===== src/rtl/regfile_stream_ctrl_pkg.sv =====
// Shared sizing, FSM encoding and bench timing for the register-file stream controller.
package regfile_stream_ctrl_pkg;

    localparam int N_REGS = 32;
    localparam int ADRS_W = $clog2(N_REGS);
    localparam int DATA_W = 32;
    localparam int HCYCL  = 5;

    typedef enum logic [2:0] {
        ST_IDLE    = 3'd0,
        ST_LOAD    = 3'd1,
        ST_RD_ADDR = 3'd2,
        ST_RD_WAIT = 3'd3,
        ST_RD_OUT  = 3'd4,
        ST_FIN     = 3'd5
    } state_t;

    // N_REGS is a power of two, so dropping the carry is the modulo wrap.
    function automatic logic [ADRS_W-1:0] adrs_inc(input logic [ADRS_W-1:0] a);
        return a + {{(ADRS_W-1){1'b0}}, 1'b1};
    endfunction

endpackage


===== src/rtl/regfile_stream_ctrl_if.sv =====
// Command, stream and register-file port bundle of the stream controller.
interface regfile_stream_ctrl_if;
    import regfile_stream_ctrl_pkg::*;

    logic              cmd_valid;
    logic              cmd_ready;
    logic              cmd_dump;
    logic [ADRS_W-1:0] cmd_base;
    logic [ADRS_W:0]   cmd_count;
    logic              in_valid;
    logic              in_ready;
    logic [DATA_W-1:0] in_data;
    logic              out_valid;
    logic              out_ready;
    logic [DATA_W-1:0] out_data;
    logic              busy;
    logic              done;
    logic [ADRS_W-1:0] rf_rd_adrs_a;
    logic [DATA_W-1:0] rf_q_a;
    logic [ADRS_W-1:0] rf_wr_adrs;
    logic [DATA_W-1:0] rf_wr_data;
    logic              rf_wr_en;

    modport master (
        input  cmd_valid, cmd_dump, cmd_base, cmd_count, in_valid, in_data, out_ready, rf_q_a,
        output cmd_ready, in_ready, out_valid, out_data, busy, done,
               rf_rd_adrs_a, rf_wr_adrs, rf_wr_data, rf_wr_en
    );

    modport slave (
        output cmd_valid, cmd_dump, cmd_base, cmd_count, in_valid, in_data, out_ready, rf_q_a,
        input  cmd_ready, in_ready, out_valid, out_data, busy, done,
               rf_rd_adrs_a, rf_wr_adrs, rf_wr_data, rf_wr_en
    );

endinterface


===== src/rtl/regfile_stream_addr_gen.sv =====
// Current register address and remaining-word counter for one LOAD/DUMP command.
module regfile_stream_addr_gen
    import regfile_stream_ctrl_pkg::*;
(
    input  logic              i_clk,
    input  logic              i_rst,
    input  logic              i_load,
    input  logic              i_step,
    input  logic [ADRS_W-1:0] i_base,
    input  logic [ADRS_W:0]   i_count,
    output logic [ADRS_W-1:0] o_adrs,
    output logic [ADRS_W-1:0] o_adrs_nxt,
    output logic              o_last
);

    logic [ADRS_W-1:0] r_adrs;
    logic [ADRS_W:0]   r_remaining;
    logic [ADRS_W-1:0] w_adrs_nxt;
    logic [ADRS_W:0]   w_remaining_nxt;

    // Next counter values: latch a new command, advance one word, or hold.
    always_comb begin
        w_adrs_nxt      = r_adrs;
        w_remaining_nxt = r_remaining;
        if (i_load) begin
            w_adrs_nxt      = i_base;
            w_remaining_nxt = i_count;
        end else if (i_step) begin
            w_adrs_nxt      = adrs_inc(r_adrs);
            w_remaining_nxt = r_remaining - {{ADRS_W{1'b0}}, 1'b1};
        end else begin
            w_adrs_nxt      = r_adrs;
            w_remaining_nxt = r_remaining;
        end
    end

    // Counter registers.
    always_ff @(posedge i_clk or posedge i_rst) begin
        if (i_rst) begin
            r_adrs      <= {ADRS_W{1'b0}};
            r_remaining <= {(ADRS_W+1){1'b0}};
        end else begin
            r_adrs      <= w_adrs_nxt;
            r_remaining <= w_remaining_nxt;
        end
    end

    assign o_adrs     = r_adrs;
    assign o_adrs_nxt = w_adrs_nxt;
    assign o_last     = (r_remaining == {{ADRS_W{1'b0}}, 1'b1});

endmodule


===== src/rtl/regfile_stream_ctrl.sv =====
// LOAD/DUMP streaming master for the CPU register file write port and read port A.
// Build macro RFS_SKIP_R0_EN: register 0 is hardwired to zero (no writes, reads return 0).
module regfile_stream_ctrl
    import regfile_stream_ctrl_pkg::*;
(
    input  logic                  i_clk_cpu,
    input  logic                  i_reset,
    regfile_stream_ctrl_if.master bus
);

    state_t            r_state;
    state_t            w_state_nxt;
    logic              w_cmd_acc;
    logic              w_beat;
    logic              w_out_hs;
    logic              w_load;
    logic              w_step;
    logic              w_last;
    logic              w_wr_keep;
    logic [ADRS_W-1:0] w_adrs;
    logic [ADRS_W-1:0] w_adrs_nxt;
    logic [DATA_W-1:0] w_rd_data;

    logic              r_cmd_ready;
    logic              r_in_ready;
    logic              r_out_valid;
    logic              r_busy;
    logic              r_done;
    logic              r_wr_en;
    logic [DATA_W-1:0] r_out_data;
    logic [DATA_W-1:0] r_wr_data;
    logic [ADRS_W-1:0] r_rd_adrs;
    logic [ADRS_W-1:0] r_wr_adrs;

    regfile_stream_addr_gen u_addr_gen (
        .i_clk      (i_clk_cpu),
        .i_rst      (i_reset),
        .i_load     (w_load),
        .i_step     (w_step),
        .i_base     (bus.cmd_base),
        .i_count    (bus.cmd_count),
        .o_adrs     (w_adrs),
        .o_adrs_nxt (w_adrs_nxt),
        .o_last     (w_last)
    );

    // Ready flags are registered, so a handshake is only possible in the owning state.
    assign w_cmd_acc = bus.cmd_valid & r_cmd_ready;
    assign w_beat    = bus.in_valid & r_in_ready;
    assign w_out_hs  = bus.out_ready & r_out_valid;

`ifdef RFS_SKIP_R0_EN
    assign w_wr_keep = (w_adrs != {ADRS_W{1'b0}});
    assign w_rd_data = (w_adrs == {ADRS_W{1'b0}}) ? {DATA_W{1'b0}} : bus.rf_q_a;
`else
    assign w_wr_keep = 1'b1;
    assign w_rd_data = bus.rf_q_a;
`endif

    // Next-state and counter control.
    always_comb begin
        w_state_nxt = r_state;
        w_load      = 1'b0;
        w_step      = 1'b0;
        case (r_state)
            ST_IDLE: begin
                if (w_cmd_acc) begin
                    w_load = 1'b1;
                    if (bus.cmd_count == {(ADRS_W+1){1'b0}}) begin
                        w_state_nxt = ST_FIN;
                    end else if (bus.cmd_dump) begin
                        w_state_nxt = ST_RD_ADDR;
                    end else begin
                        w_state_nxt = ST_LOAD;
                    end
                end else begin
                    w_state_nxt = ST_IDLE;
                end
            end
            ST_LOAD: begin
                if (w_beat) begin
                    w_step      = 1'b1;
                    w_state_nxt = w_last ? ST_FIN : ST_LOAD;
                end else begin
                    w_state_nxt = ST_LOAD;
                end
            end
            ST_RD_ADDR: w_state_nxt = ST_RD_WAIT;
            ST_RD_WAIT: w_state_nxt = ST_RD_OUT;
            ST_RD_OUT: begin
                if (w_out_hs) begin
                    w_step      = 1'b1;
                    w_state_nxt = w_last ? ST_FIN : ST_RD_ADDR;
                end else begin
                    w_state_nxt = ST_RD_OUT;
                end
            end
            ST_FIN:  w_state_nxt = ST_IDLE;
            default: w_state_nxt = ST_IDLE;
        endcase
    end

    // State and registered outputs; status flags follow the state being entered.
    always_ff @(posedge i_clk_cpu or posedge i_reset) begin
        if (i_reset) begin
            r_state     <= ST_IDLE;
            r_cmd_ready <= 1'b0;
            r_in_ready  <= 1'b0;
            r_out_valid <= 1'b0;
            r_busy      <= 1'b0;
            r_done      <= 1'b0;
            r_wr_en     <= 1'b0;
            r_out_data  <= {DATA_W{1'b0}};
            r_wr_data   <= {DATA_W{1'b0}};
            r_rd_adrs   <= {ADRS_W{1'b0}};
            r_wr_adrs   <= {ADRS_W{1'b0}};
        end else begin
            r_state     <= w_state_nxt;
            r_cmd_ready <= (w_state_nxt == ST_IDLE);
            r_busy      <= (w_state_nxt != ST_IDLE);
            r_done      <= (w_state_nxt == ST_FIN);
            r_in_ready  <= (w_state_nxt == ST_LOAD);
            r_wr_en     <= w_beat & w_wr_keep;
            if (w_beat) begin
                r_wr_adrs <= w_adrs;
                r_wr_data <= bus.in_data;
            end
            // Address is presented for the whole RD_ADDR cycle; it holds elsewhere.
            if (w_state_nxt == ST_RD_ADDR) begin
                r_rd_adrs <= w_adrs_nxt;
            end
            if (r_state == ST_RD_WAIT) begin
                r_out_valid <= 1'b1;
                r_out_data  <= w_rd_data;
            end else if (w_out_hs) begin
                r_out_valid <= 1'b0;
            end
        end
    end

    assign bus.cmd_ready    = r_cmd_ready;
    assign bus.in_ready     = r_in_ready;
    assign bus.out_valid    = r_out_valid;
    assign bus.out_data     = r_out_data;
    assign bus.busy         = r_busy;
    assign bus.done         = r_done;
    assign bus.rf_rd_adrs_a = r_rd_adrs;
    assign bus.rf_wr_adrs   = r_wr_adrs;
    assign bus.rf_wr_data   = r_wr_data;
    assign bus.rf_wr_en     = r_wr_en;

endmodule


===== src/flat_wrapper.sv =====
// flat-port wrapper written by rule: the top's interface ports become plain ports
module regfile_stream_ctrl_flat import regfile_stream_ctrl_pkg::*;
  (i_clk_cpu, i_reset, bus_cmd_valid, bus_cmd_dump, bus_cmd_base, bus_cmd_count, bus_in_valid, bus_in_data, bus_out_ready, bus_rf_q_a, bus_cmd_ready, bus_in_ready, bus_out_valid, bus_out_data, bus_busy, bus_done, bus_rf_rd_adrs_a, bus_rf_wr_adrs, bus_rf_wr_data, bus_rf_wr_en);
  regfile_stream_ctrl_if bus_i ();
  input  logic i_clk_cpu;
  input  logic i_reset;
  input wire logic [$bits(bus_i.cmd_valid)-1:0] bus_cmd_valid;
  input wire logic [$bits(bus_i.cmd_dump)-1:0] bus_cmd_dump;
  input wire logic [$bits(bus_i.cmd_base)-1:0] bus_cmd_base;
  input wire logic [$bits(bus_i.cmd_count)-1:0] bus_cmd_count;
  input wire logic [$bits(bus_i.in_valid)-1:0] bus_in_valid;
  input wire logic [$bits(bus_i.in_data)-1:0] bus_in_data;
  input wire logic [$bits(bus_i.out_ready)-1:0] bus_out_ready;
  input wire logic [$bits(bus_i.rf_q_a)-1:0] bus_rf_q_a;
  output wire logic [$bits(bus_i.cmd_ready)-1:0] bus_cmd_ready;
  output wire logic [$bits(bus_i.in_ready)-1:0] bus_in_ready;
  output wire logic [$bits(bus_i.out_valid)-1:0] bus_out_valid;
  output wire logic [$bits(bus_i.out_data)-1:0] bus_out_data;
  output wire logic [$bits(bus_i.busy)-1:0] bus_busy;
  output wire logic [$bits(bus_i.done)-1:0] bus_done;
  output wire logic [$bits(bus_i.rf_rd_adrs_a)-1:0] bus_rf_rd_adrs_a;
  output wire logic [$bits(bus_i.rf_wr_adrs)-1:0] bus_rf_wr_adrs;
  output wire logic [$bits(bus_i.rf_wr_data)-1:0] bus_rf_wr_data;
  output wire logic [$bits(bus_i.rf_wr_en)-1:0] bus_rf_wr_en;
  assign bus_i.cmd_valid = bus_cmd_valid;
  assign bus_i.cmd_dump = bus_cmd_dump;
  assign bus_i.cmd_base = bus_cmd_base;
  assign bus_i.cmd_count = bus_cmd_count;
  assign bus_i.in_valid = bus_in_valid;
  assign bus_i.in_data = bus_in_data;
  assign bus_i.out_ready = bus_out_ready;
  assign bus_i.rf_q_a = bus_rf_q_a;
  assign bus_cmd_ready = bus_i.cmd_ready;
  assign bus_in_ready = bus_i.in_ready;
  assign bus_out_valid = bus_i.out_valid;
  assign bus_out_data = bus_i.out_data;
  assign bus_busy = bus_i.busy;
  assign bus_done = bus_i.done;
  assign bus_rf_rd_adrs_a = bus_i.rf_rd_adrs_a;
  assign bus_rf_wr_adrs = bus_i.rf_wr_adrs;
  assign bus_rf_wr_data = bus_i.rf_wr_data;
  assign bus_rf_wr_en = bus_i.rf_wr_en;
  regfile_stream_ctrl u_core (.i_clk_cpu(i_clk_cpu), .i_reset(i_reset), .bus(bus_i));
endmodule

===== config.mk =====
export PLATFORM = sky130hd
export DESIGN_NAME = regfile_stream_ctrl_flat
export DESIGN_NICKNAME = d
export VERILOG_FILES = /design/src/rtl/regfile_stream_ctrl_pkg.sv /design/src/rtl/regfile_stream_ctrl_if.sv /design/src/rtl/regfile_stream_addr_gen.sv /design/src/rtl/regfile_stream_ctrl.sv /design/src/flat_wrapper.sv
export SDC_FILE = /design/constraint.sdc
export NUM_CORES = 1
export LEC_CHECK = 0
export ABC_AREA = 1
export BUFFER_PORTS_ARGS = -buffer_cell sky130_fd_sc_hd__buf_2
export CAP_MARGIN = 10
export CORE_MARGIN = 3
export CORE_UTILIZATION = 45
export CTS_BUF_LIST = sky130_fd_sc_hd__clkbuf_8
export DETAILED_ROUTE_END_ITERATION = 6
export PLACE_DENSITY = 0.78
export SYNTH_ARGS = -nofsm -noshare
export SYNTH_HDL_FRONTEND = slang
export SYNTH_HIERARCHICAL = 1
export SYNTH_SLANG_ARGS = --single-unit
export TNS_END_PERCENT = 20

===== constraint.sdc =====
create_clock -name i_clk_cpu -period 2.4 [get_ports i_clk_cpu]
set_input_delay 0.36 -clock i_clk_cpu [delete_from_list [all_inputs] [get_ports i_clk_cpu]]
set_output_delay 0.36 -clock i_clk_cpu [all_outputs]
set_load 0.02 [all_outputs]

==> flow_summary_export.csv, run 1 <==
group,metric,value,unit
global_routing,grt_pass1_vias,3523,
sta,rsz0062_at_grt,"false",
logic_synthesis,synth_nets,541,
power,p_per_area,1420,mW/mm²
final_layout,regArea,0.00235,mm²
drt,viasPerCell,4.79,
setup_path,crit_arrival,2.29,ns
sta,skew,0.0111,ns
final_layout,nets,702,
placed_design,port_buffers,160,
sta,setup_viol,0,
clock_tree,clk_pin_slew,0.09,ns
drt,drc,0,
clock_tree,clock-root-buffer,"clkbuf_8",
drt,finalWirelength,9510,µm
setup_path,cp-start-kind,"flip-flop",
clock_tree,clock_sinks,94,
power,leakagePower,2.93,nW
final_layout,drive_gt1_share,33.7,%
placed_design,dp_cells,712,
clock_tree,post_cts_resize_count,0,
placed_design,dp_hpwl,7130,µm
outcome,status,"completed",
setup_path,cp-end-kind,"flip-flop",
logic_synthesis,ys_top_cells_by_area,"dfrtp_1 60%, nand2_1 24%, nand3_1 2.8%, nor2_1 1.6%, inv_1 1.2%",
logic_synthesis,yosysTopAreaCell,"dfrtp_1",
sta,fmax,484,MHz
clock_tree,hold_buffers,0,
floorplanning,rows,33,
logic_synthesis,postSynthCellCount,457,
global_routing,grt_pass1_wl,15900,µm
sta,slew_violations,0,
logic_synthesis,synth_most_common_cell,"nand2_1",
setup_path,crit_chain,"nor2_2, nand2_1, o22ai_1, nand2_1, nor2_2, nand3_1, nand3_1, nand2_1, nand3_1, nand2_1",
clock_tree,cts_htree_levels,3,
final_layout,nFillCells,747,
final_layout,n_antenna_cell,0,
floorplanning,boundaryPins,161,
global_routing,grt_max_degree,53,
drt,drt-wirelength-per-cell,13.1,µm
sta,worstMarginPinSlew,0.608,ns
drt,num_vias,3488,
sta,final.period_utilization,86.1,%
setup_path,cp.required,2.63,ns
clock_tree,cts_tree,"yes",
power,max-vdd-ir-drop,0.000571,V
placed_design,gp_congestion,0.848,
final_layout,multi_input_area,0.00144,mm²
logic_synthesis,synth_edf_count,0,
clock_tree,post_cts_buffers,0,
sta,hold_violations,0,
floorplanning,die_w,99.5,µm
setup_path,slowest_stage,"o22ai_1",
setup_path,cp_slowest_stage_delay,0.50,ns
logic_synthesis,async_flop_share,100,%
floorplanning,fp.dieH,99.5,µm
global_routing,grt_use_total,19.8,%
floorplanning,initial_core_util,47.2,%
flow_run,maxCapViolCount,0,
logic_synthesis,synth_commonest_cells,"252 x nand2_1, 94 x dfrtp_1, 22 x nand3_1",
setup_path,crit_top_cell,"nand2_1",
logic_synthesis,syn_avg_cell_area,8.61,µm²
logic_synthesis,netlist_area,0.00394,mm²
clock_tree,clkLatencyLatePin,0.34,ns
global_routing,antenna_found_initial,0,
logic_synthesis,synth.distinct_cells,32,
final_layout,instances_no_fill,728,
sta,period_minus_slack,2.07,ns
logic_synthesis,seq_area_frac_synth,59.8,%
drt,drt_iter0_markers,137,
logic_synthesis,yosysTopAreaCellShare,59.8,%
sta,fin_setup_tns,0,ns
power,power.total,7.27,mW
logic_synthesis,synthFlopType,"dfrtp_1",
logic_synthesis,ys_ff_latch,94,
sta,maxSlewHeadroom,59.4,%
setup_path,path_max_fanout,6,
drt,antenna_left,0,
final_layout,area_growth_syn_to_layout,29.6,%
drt,firstDrtPassIters,4,
setup_path,critPathKind,"flip-flop to flip-flop",
global_routing,overflow,0,
logic_synthesis,ys.warnings.count,6,
floorplanning,fp.coreArea,0.00834,mm²
clock_tree,clk_path_buf_depth,2,
floorplanning,die_area,0.00991,mm²
min_path,hp-class,"input pin to asynchronous set/reset pin",
clock_tree,cts_buffers,9,
final_layout,final_core_util,61.2,%
## sequential cells by signal, indices dropped and copies added, names as in the netlist, 3 cells and up
signal                         cells
u_core/u_addr_gen/o_adrs           5
u_core/u_addr_gen/r_remaining      6
u_core/bus.rf_wr_data             32
u_core/bus.rf_wr_adrs              5
u_core/r_state                     3
u_core/bus.out_data               32
u_core/bus.rf_rd_adrs_a            5
## final cells by class
cell class              instances  area share, %
inverters                      21           1.64
flip-flops and latches         94           46.1
clock buffers                   9           2.43
clock inverters                 7           2.38
well taps                     105           2.58
multi-input cells             327           28.2
repair buffers                165           16.7
## per-layer routing
metal  vias up  track usage [%]  wire length, µm
met2       146             32.6             4510
met4         0             8.61              198
met3        15             4.00              676
li1       1730                -                -
met5         -                0                0
met1      1597             25.5             4120
## layout by cell type (no fill, tap or decap), drive strengths merged
| cell type | netlist | routed |
|---|---|---|
| dfrtp | 94 | 94 |
| o211ai | 2 | 2 |
| nand3 | 25 | 25 |
| and3 | 1 | 1 |
| o22ai | 1 | 1 |
| nor2 | 25 | 25 |
| nor2b | 1 | 1 |
| nand4 | 2 | 2 |
| clkinv | 1 | 4 |
| o21bai | 1 | 1 |
| a21oi | 1 | 1 |
| nand2 | 255 | 255 |
| buf | 8 | 165 |
| ha | 3 | 3 |
| nor3 | 1 | 1 |
| o21ai | 5 | 5 |
| bufinv | 0 | 3 |
| clkinvlp | 0 | 1 |
| inv | 20 | 20 |
| xnor2 | 1 | 1 |
| clkbuf | 7 | 9 |
| a22oi | 3 | 3 |
## where the power goes
| part | internal, mW | total, mW | switching [mW] | leakage (nW) |
|---|---|---|---|---|
| Sequential | 2.34 | 2.80 | 0.464 | 1.17 |
| Combinational | 1.08 | 3.23 | 2.16 | 1.64 |
| Clock | 0.698 | 1.24 | 0.538 | 0.124 |
| Total | 4.11 | 7.27 | 3.16 | 2.93 |
## worst paths after layout
path / start / slack [ns] / cells past startpoint / endpoint
min reg2reg: u_core/bus.rf_wr_data[2] / 0.48 / 2 / u_core/bus.rf_wr_data[2]
min in group i_clk_cpu: bus_in_data[28] / 0.21 / 3 / u_core/bus.rf_wr_data[28]
min: i_reset / 0.04 / 2 / u_core/u_addr_gen/o_adrs[0]
max: u_core/r_state[0] / 0.33 / 10 / u_core/bus.rf_rd_adrs_a[4]
max reg2reg: u_core/r_state[0] / 0.33 / 10 / u_core/bus.rf_rd_adrs_a[4]
max in group asynchronous: i_reset / 1.65 / 3 / u_core/r_state[1]
## critical path: cells and delay by family, from the launching register on
kind / cells / cell delay (ns)
compound gates: 1 / 0.50
simple gates: 9 / 1.03
flops: 1 / 0.43
## metrics by stage
stage	worst slack [ns]	hold slack [ns]	instance area (µm²)
2_1_floorplan	0.622	0.212	3940
5_1_grt	0.107	0.0418	5100
3_5_place_dp	0.429	0.422	4860
6_report	0.333	0.0390	5100
4_1_cts	0.376	0.0389	5100
3_3_place_gp	0.540	0.411	4860
## logic make-up after synthesis
group,count (synthesis),synth area share (%)
buf+inv,36,3.72
flops,94,59.8
fa+ha+maj,3,0.954
xor+xnor,1,0.223
simple gates,310,32.7
compound gates,13,2.67
(Power assumes the default switching activity.)
==> inputs of run 2 (changes only) <==
--- a/config.mk
+++ b/config.mk
@@ -6,7 +6,7 @@
 export NUM_CORES = 1
 export LEC_CHECK = 0
 export ABC_AREA = 1
-export BUFFER_PORTS_ARGS = -buffer_cell sky130_fd_sc_hd__buf_2
+export BUFFER_PORTS_ARGS = -buffer_cell sky130_fd_sc_hd__clkbuf_2
 export CAP_MARGIN = 10
 export CORE_MARGIN = 3
 export CORE_UTILIZATION = 45
==> run 2 against run 1 <==
  * Via count is 1.1% lower
  * Combinational power hardly changed
  * Fmax is 1.6% higher
  * Cell count is 0.14% lower
  * Count of clock-buffer cells in the layout stayed put
  * Hold slack worse by 0.0039 ns
  * Flip-flop and latch count stayed put
  * Sequential share of layout area is 0.27 points higher
==> flow_summary_export.csv, run 2 (same netlist as run 1, synthesis figures left out) <==
group,metric,value,unit
outcome,status,"completed",
final_layout,layout.cells.most_common,"nand2_1",
drt,drt_iter0_markers,163,
placed_design,port_buffers,160,
global_routing,antenna_found_initial,0,
setup_path,crit_path_end,"u_core/bus.rf_rd_adrs_a[4]",
sta,slew_violations,0,
drt,finalWirelength,9380,µm
sta,final.period_utilization,84.8,%
setup_path,crit_start,"u_core/r_state[0]",
floorplanning,die_area,0.00991,mm²
setup_path,crit_chain,"nor2_2, nand2_1, o22ai_1, nand2_1, nor2_2, nand3_1, nand3_1, nand2_1, nand3_1, nand2_1",
sta,fin_ws,0.365,ns
drt,wl_met3,715,µm
clock_tree,clk_pin_slew,0.09,ns
global_routing,overflow,0,
global_routing,grt_pass1_wl,15500,µm
drt,dr.max_layer_used,"met4",
drt,firstDrtPassIters,4,
floorplanning,fp.dieH,99.5,µm
sta,maxSlewHeadroom,58.9,%
global_routing,grt_max_degree,56,
sta,worstMarginPinSlew,0.616,ns
final_layout,area_growth_syn_to_layout,28.8,%
setup_path,cp.required,2.63,ns
setup_path,reg2reg_from,"u_core/r_state[0]",
floorplanning,fp.coreArea,0.00834,mm²
drt,drc,0,
flow_run,maxCapViolCount,0,
placed_design,gp_congestion,0.821,
min_path,hp-class,"input pin to asynchronous set/reset pin",
setup_path,reg2reg_slack,0.36,ns
drt,viasPerCell,4.74,
setup_path,rr_worst_depth,10,
global_routing,grt_use_total,19.3,%
clock_tree,clkLatencyLatePin,0.34,ns
drt,wl_met1,4000,µm
setup_path,cp-end-kind,"flip-flop",
setup_path,cp_slowest_stage_delay,0.49,ns
sta,setup_viol,0,
final_layout,drive_gt1_share,33.6,%
drt,wl_met2,4480,µm
floorplanning,initial_core_util,47.2,%
sta,skew,0.00905,ns
final_layout,final_core_util,60.8,%
clock_tree,clock-root-buffer,"clkbuf_8",
clock_tree,cts_htree_levels,3,
setup_path,timing.rr.end,"u_core/bus.rf_rd_adrs_a[4]",
final_layout,nFillCells,740,
setup_path,critPathKind,"flip-flop to flip-flop",
final_layout,regArea,0.00235,mm²
clock_tree,post_cts_resize_count,0,
drt,antenna_left,0,
sta,hold_violations,0,
global_routing,grt_pass1_vias,3446,
floorplanning,rows,33,
placed_design,pre_cts_ws,0.450,ns
setup_path,cp-start-kind,"flip-flop",
placed_design,dp_hpwl,7040,µm
sta,fin_setup_tns,0,ns
power,leakagePower,2.92,nW
clock_tree,cts_buffers,9,
clock_tree,hold_buffers,0,
final_layout,mostFrequentLayoutCells,"252 x nand2_1, 160 x clkbuf_2, 94 x dfrtp_1",
clock_tree,cts_tree,"yes",
power,power.total,7.16,mW
setup_path,crit_arrival,2.27,ns
clock_tree,post_cts_buffers,0,
clock_tree,clock_sinks,94,
setup_path,slowest_stage,"o22ai_1",
drt,num_vias,3449,
floorplanning,boundaryPins,161,
clock_tree,clk_path_buf_depth,2,
power,p_per_area,1410,mW/mm²
setup_path,path_max_fanout,6,
sta,rsz0062_at_grt,"false",
final_layout,nets,701,
final_layout,multi_input_area,0.00144,mm²
sta,period_minus_slack,2.04,ns
drt,drt-wirelength-per-cell,12.9,µm
setup_path,crit_top_cell,"nand2_1",
final_layout,n_antenna_cell,0,
power,max-vdd-ir-drop,0.000673,V
floorplanning,die_w,99.5,µm
sta,fmax,491,MHz
## run 2: cell types whose count changed in the layout (fill, tap and decap cells not counted), sizes merged
cell,delta
inv,-1
clkbuf,+160
clkinv,+1
clkinvlp,+1
bufinv,-1
buf,-161
## run 2: where the power goes
group / leakage (nW) / internal, mW / switching, mW / total, mW
logic: 1.64 / 1.06 / 2.15 / 3.21
registers: 1.17 / 2.34 / 0.482 / 2.82
clock network: 0.109 / 0.590 / 0.545 / 1.14
## run 2: worst min path at each step
stage | start | end | slack, ns
after global routing | i_reset | u_core/u_addr_gen/r_remaining[2] | 0.06
final | i_reset | u_core/u_addr_gen/r_remaining[3] | 0.04
after detailed placement | i_reset | u_core/u_addr_gen/r_remaining[2] | 0.42
after global placement | i_reset | u_core/u_addr_gen/o_adrs[0] | 0.41
after floorplan | i_reset | u_core/u_addr_gen/o_adrs[0] | 0.21
after CTS | i_reset | u_core/u_addr_gen/r_remaining[3] | 0.04
## run 2: per-layer routing
| metal | GRT usage (%) | vias up |
|---|---|---|
| met4 | 7.14 | 0 |
| met3 | 3.65 | 14 |
| met5 | 0 | - |
| li1 | - | 1733 |
| met2 | 32.3 | 132 |
| met1 | 25.0 | 1570 |
## run 2: cell type report
type	instances	share of cell area [%]
Sequential cell	94	46.4
Multi-Input combinational cell	327	28.3
Timing Repair Buffer	164	16.6
Tap cell	105	2.59
Clock buffer	9	2.44
Clock inverter	7	1.95
Inverter	21	1.65
## run 2: worst max-delay path, delay by kind of cell (launching register included)
kind	cells	cell delay, ns
simple gates	9	1.00
compound gates	1	0.49
flops	1	0.44
## run 2: per-stage QoR
stage	hold slack, ns	area, µm²	std cells
6_report	0.0351	5070	727
5_1_grt	0.0580	5070	727
4_1_cts	0.0350	5070	727
3_5_place_dp	0.423	4850	711
3_3_place_gp	0.409	4850	711
2_1_floorplan	0.212	3940	457
==> inputs of run 3 (changes only) <==
--- a/config.mk
+++ b/config.mk
@@ -5,14 +5,14 @@
 export SDC_FILE = /design/constraint.sdc
 export NUM_CORES = 1
 export LEC_CHECK = 0
-export ABC_AREA = 1
+export ABC_AREA = 0
 export BUFFER_PORTS_ARGS = -buffer_cell sky130_fd_sc_hd__clkbuf_2
 export CAP_MARGIN = 10
 export CORE_MARGIN = 3
 export CORE_UTILIZATION = 45
 export CTS_BUF_LIST = sky130_fd_sc_hd__clkbuf_8
 export DETAILED_ROUTE_END_ITERATION = 6
-export PLACE_DENSITY = 0.78
+export PLACE_DENSITY = 0.79
 export SYNTH_ARGS = -nofsm -noshare
 export SYNTH_HDL_FRONTEND = slang
 export SYNTH_HIERARCHICAL = 1
==> constraint.sdc (replaced) <==
create_clock -name i_clk_cpu -period 1.7 [get_ports i_clk_cpu]
set_input_delay 0.255 -clock i_clk_cpu [delete_from_list [all_inputs] [get_ports i_clk_cpu]]
set_output_delay 0.255 -clock i_clk_cpu [all_outputs]
set_load 0.02 [all_outputs]
==> run 3 against run 2 <==
  * Largest cell class unchanged
  * Critical path type unchanged
  * Power grew 46%
  * Area after synthesis shrank 1.8%
  * The run now ends with setup timing left
  * Setup slack lost 0.81 ns
==> flow_summary_export.csv, run 3 <==
group,metric,value,unit
sta,fin_setup_tns,-3.49,ns
logic_synthesis,syn_avg_cell_area,14.4,µm²
sta,final.period_utilization,126,%
placed_design,dp_hpwl,6690,µm
drt,viasPerCell,4.86,
floorplanning,initial_core_util,46.8,%
floorplanning,fp.coreArea,0.00826,mm²
sta,fmax,466,MHz
floorplanning,rows,33,
setup_path,rr_worst_depth,7,
setup_path,cp.required,1.93,ns
min_path,hold_start,"bus_rf_q_a[13]",
global_routing,grtUsageMet2,32.6,%
logic_synthesis,async_flop_share,100,%
drt,num_vias,2774,
setup_path,path_max_fanout,5,
logic_synthesis,synth_nets,352,
logic_synthesis,yosysTopAreaCell,"dfrtp_1",
power,p_per_area,2000,mW/mm²
setup_path,cp-end-kind,"flip-flop",
global_routing,grt_use_total,17.8,%
drt,drt_iter0_markers,34,
final_layout,layout.cells.most_common,"clkbuf_2",
final_layout,drive_gt1_share,64.4,%
logic_synthesis,synthFlopType,"dfrtp_1",
min_path,hp-class,"input pin to flip-flop",
floorplanning,fp.dieH,98.7,µm
global_routing,antenna_found_initial,0,
power,p_int,6.33,mW
clock_tree,clk_path_buf_depth,2,
logic_synthesis,netlist_area,0.00386,mm²
sta,rsz0062_at_grt,"true",
outcome,status,"finished, violations left",
logic_synthesis,synth_commonest_cells,"94 x dfrtp_1, 70 x mux2_2, 16 x nand2_1",
logic_synthesis,synth.distinct_cells,42,
final_layout,n_antenna_cell,0,
power,max-vdd-ir-drop,0.000944,V
drt,drt-wirelength-per-cell,15.2,µm
final_layout,nets,545,
global_routing,grt_pass1_wl,13800,µm
setup_path,reg2reg_from,"u_core/u_addr_gen/r_remaining[4]",
min_path,min_delay_path_depth,2,
outcome,violations,"setup timing",
floorplanning,boundaryPins,161,
logic_synthesis,yosysTopAreaCellShare,60.9,%
power,leakagePower,2.65,nW
floorplanning,die_w,98.7,µm
sta,setup_viol,13,
setup_path,critPathKind,"flip-flop to flip-flop",
final_layout,area_growth_syn_to_layout,35.6,%
logic_synthesis,synth_edf_count,0,
global_routing,grt_util_met1,21.2,%
logic_synthesis,seq_area_frac_synth,60.9,%
global_routing,grt_max_degree,38,
setup_path,cp-start-kind,"flip-flop",
power,seq_power_share,38.1,%
global_routing,overflow,0,
drt,finalWirelength,8710,µm
logic_synthesis,ys_ff_latch,94,
clock_tree,cts_htree_levels,3,
power,power_switching,4.14,mW
sta,slew_violations,0,
power,swShare,39.5,%
placed_design,gp_congestion,0.783,
sta,skew,0.00825,ns
drt,drc,0,
sta,fin_ws,-0.447,ns
power,p_clk_share,12.6,%
final_layout,final_core_util,63.4,%
drt,antenna_left,0,
sta,period_minus_slack,2.15,ns
clock_tree,clk_pin_slew,0.09,ns
clock_tree,cts_tree,"yes",
sta,hold_violations,0,
power,p_comb_share,49.3,%
logic_synthesis,ys.warnings.count,6,
sta,maxSlewHeadroom,63.1,%
setup_path,timing.rr.end,"u_core/bus.rf_rd_adrs_a[2]",
sta,worstMarginPinSlew,0.552,ns
global_routing,grt_pass1_vias,2860,
logic_synthesis,synth_most_common_cell,"dfrtp_1",
min_path,min_to,"u_core/bus.out_data[13]",
final_layout,mostFrequentLayoutCells,"160 x clkbuf_2, 94 x dfrtp_1, 70 x mux2_2",
clock_tree,clock-root-buffer,"clkbuf_8",
flow_run,maxCapViolCount,0,
setup_path,crit_arrival,2.38,ns
logic_synthesis,postSynthCellCount,268,
clock_tree,cts_buffers,9,
placed_design,port_buffers,160,
clock_tree,clkLatencyLatePin,0.34,ns
global_routing,met3_usage,3.40,%
clock_tree,clock_sinks,94,
drt,firstDrtPassIters,4,
global_routing,busiest_layer,"met2",
logic_synthesis,ys_top_cells_by_area,"dfrtp_1 61%, mux2_2 20%, mux2_4 1.9%, nand2_1 1.6%, o21ai_0 1.4%",
setup_path,reg2reg_slack,-0.45,ns
floorplanning,die_area,0.00973,mm²
## run 3: cell types whose count changed in the layout (fill, tap and decap cells not counted), sizes merged, moves of 12 or more
cell   delta
nor2     -17
inv      -12
nand2   -239
nand3    -23
buf      +29
mux2     +75
## run 3: repair_timing
item	4_1_cts	5_1_grt
cloned	0	0
buffers inserted	2	1
setup endpoints to repair	14	15
gates resized for setup	4	7
endpoints found under the hold margin	30	0
hold buffers	1	0
pin swaps	6	1
## run 3: area by class of cell
cell class	instances	area [µm²]
tap	105	131
timing repair buffer	194	1100
clock inverter	6	40.0
multi-input combinational	156	1450
sequential	94	2350
clock buffer	10	138
fill	687	3020
inverter	6	26.3
## run 3: critical path, cell delays in order (launching register included)
cell and delay, ns:
dfrtp_1 0.39, nor3_2 0.25, and3b_2 0.24, and3b_1 0.19
a32o_2 0.26, a31o_4 0.21, and2b_4 0.20, mux2_4 0.30
## run 3: metal layers
layer	share of wire, %	routed length [µm]	up-vias
met3	5.2	451	9
met2	55	4800	81
met4	0.85	74	0
met1	39	3390	1372
li1	-	-	1312
met5	0	0	-
## run 3: per-stage QoR
stage                     worst slack [ns]  cells  hold WS (ns)  power (mW)  cell area (µm²)
final                               -0.447    571         0.132        10.5             5240
after global routing                -0.507    571         0.113        11.1             5240
after CTS                           -0.390    570         0.115        10.6             5210
after detailed placement            -0.430    551         0.298        9.15             4990
after global placement              -0.350    551         0.287        8.93             4990
after floorplan                     -0.579    268         0.107        7.18             3870
## run 3: kinds of logic (layout without fill, tap and decap cells)
group / count (synthesis) / after routing / share of synthesized area [%]
multiplexers: 76 / 76 / 22.6
buffers and inverters: 18 / 216 / 2.43
AO/OA/AOI/OAI: 22 / 22 / 3.69
adder cells (fa/ha/maj): 3 / 3 / 0.972
flip-flops: 94 / 94 / 60.9
XOR/XNOR: 9 / 9 / 2.04
AND/OR/NAND/NOR: 46 / 46 / 7.38
## run 3: how the worst max path moves through the flow
stage                                           startpoint                          to  slack, ns  depth (start not counted)
after floorplan                        u_core/bus.in_ready  u_core/bus.rf_rd_adrs_a[3]      -0.58                         11
after global placement    u_core/u_addr_gen/r_remaining[2]  u_core/bus.rf_rd_adrs_a[4]      -0.35                          7
after detailed placement  u_core/u_addr_gen/r_remaining[2]  u_core/bus.rf_rd_adrs_a[2]      -0.43                          7
after CTS                 u_core/u_addr_gen/r_remaining[4]  u_core/bus.rf_rd_adrs_a[2]      -0.39                          7
after global routing      u_core/u_addr_gen/r_remaining[4]  u_core/bus.rf_rd_adrs_a[2]      -0.51                          7
final                     u_core/u_addr_gen/r_remaining[4]  u_core/bus.rf_rd_adrs_a[2]      -0.45                          7
## run 3: power by group through the flow
| stage | registers [mW] | logic, mW | clock network (mW) |
|---|---|---|---|
| 5_1_grt | 4.11 | 5.54 | 1.48 |
| 3_3_place_gp | 3.95 | 4.98 | 0 |
| 4_1_cts | 4.00 | 5.19 | 1.38 |
| 3_5_place_dp | 4.03 | 5.12 | 0 |
| 2_1_floorplan | 5.19 | 2.00 | 0 |
| 6_report | 3.99 | 5.17 | 1.32 |
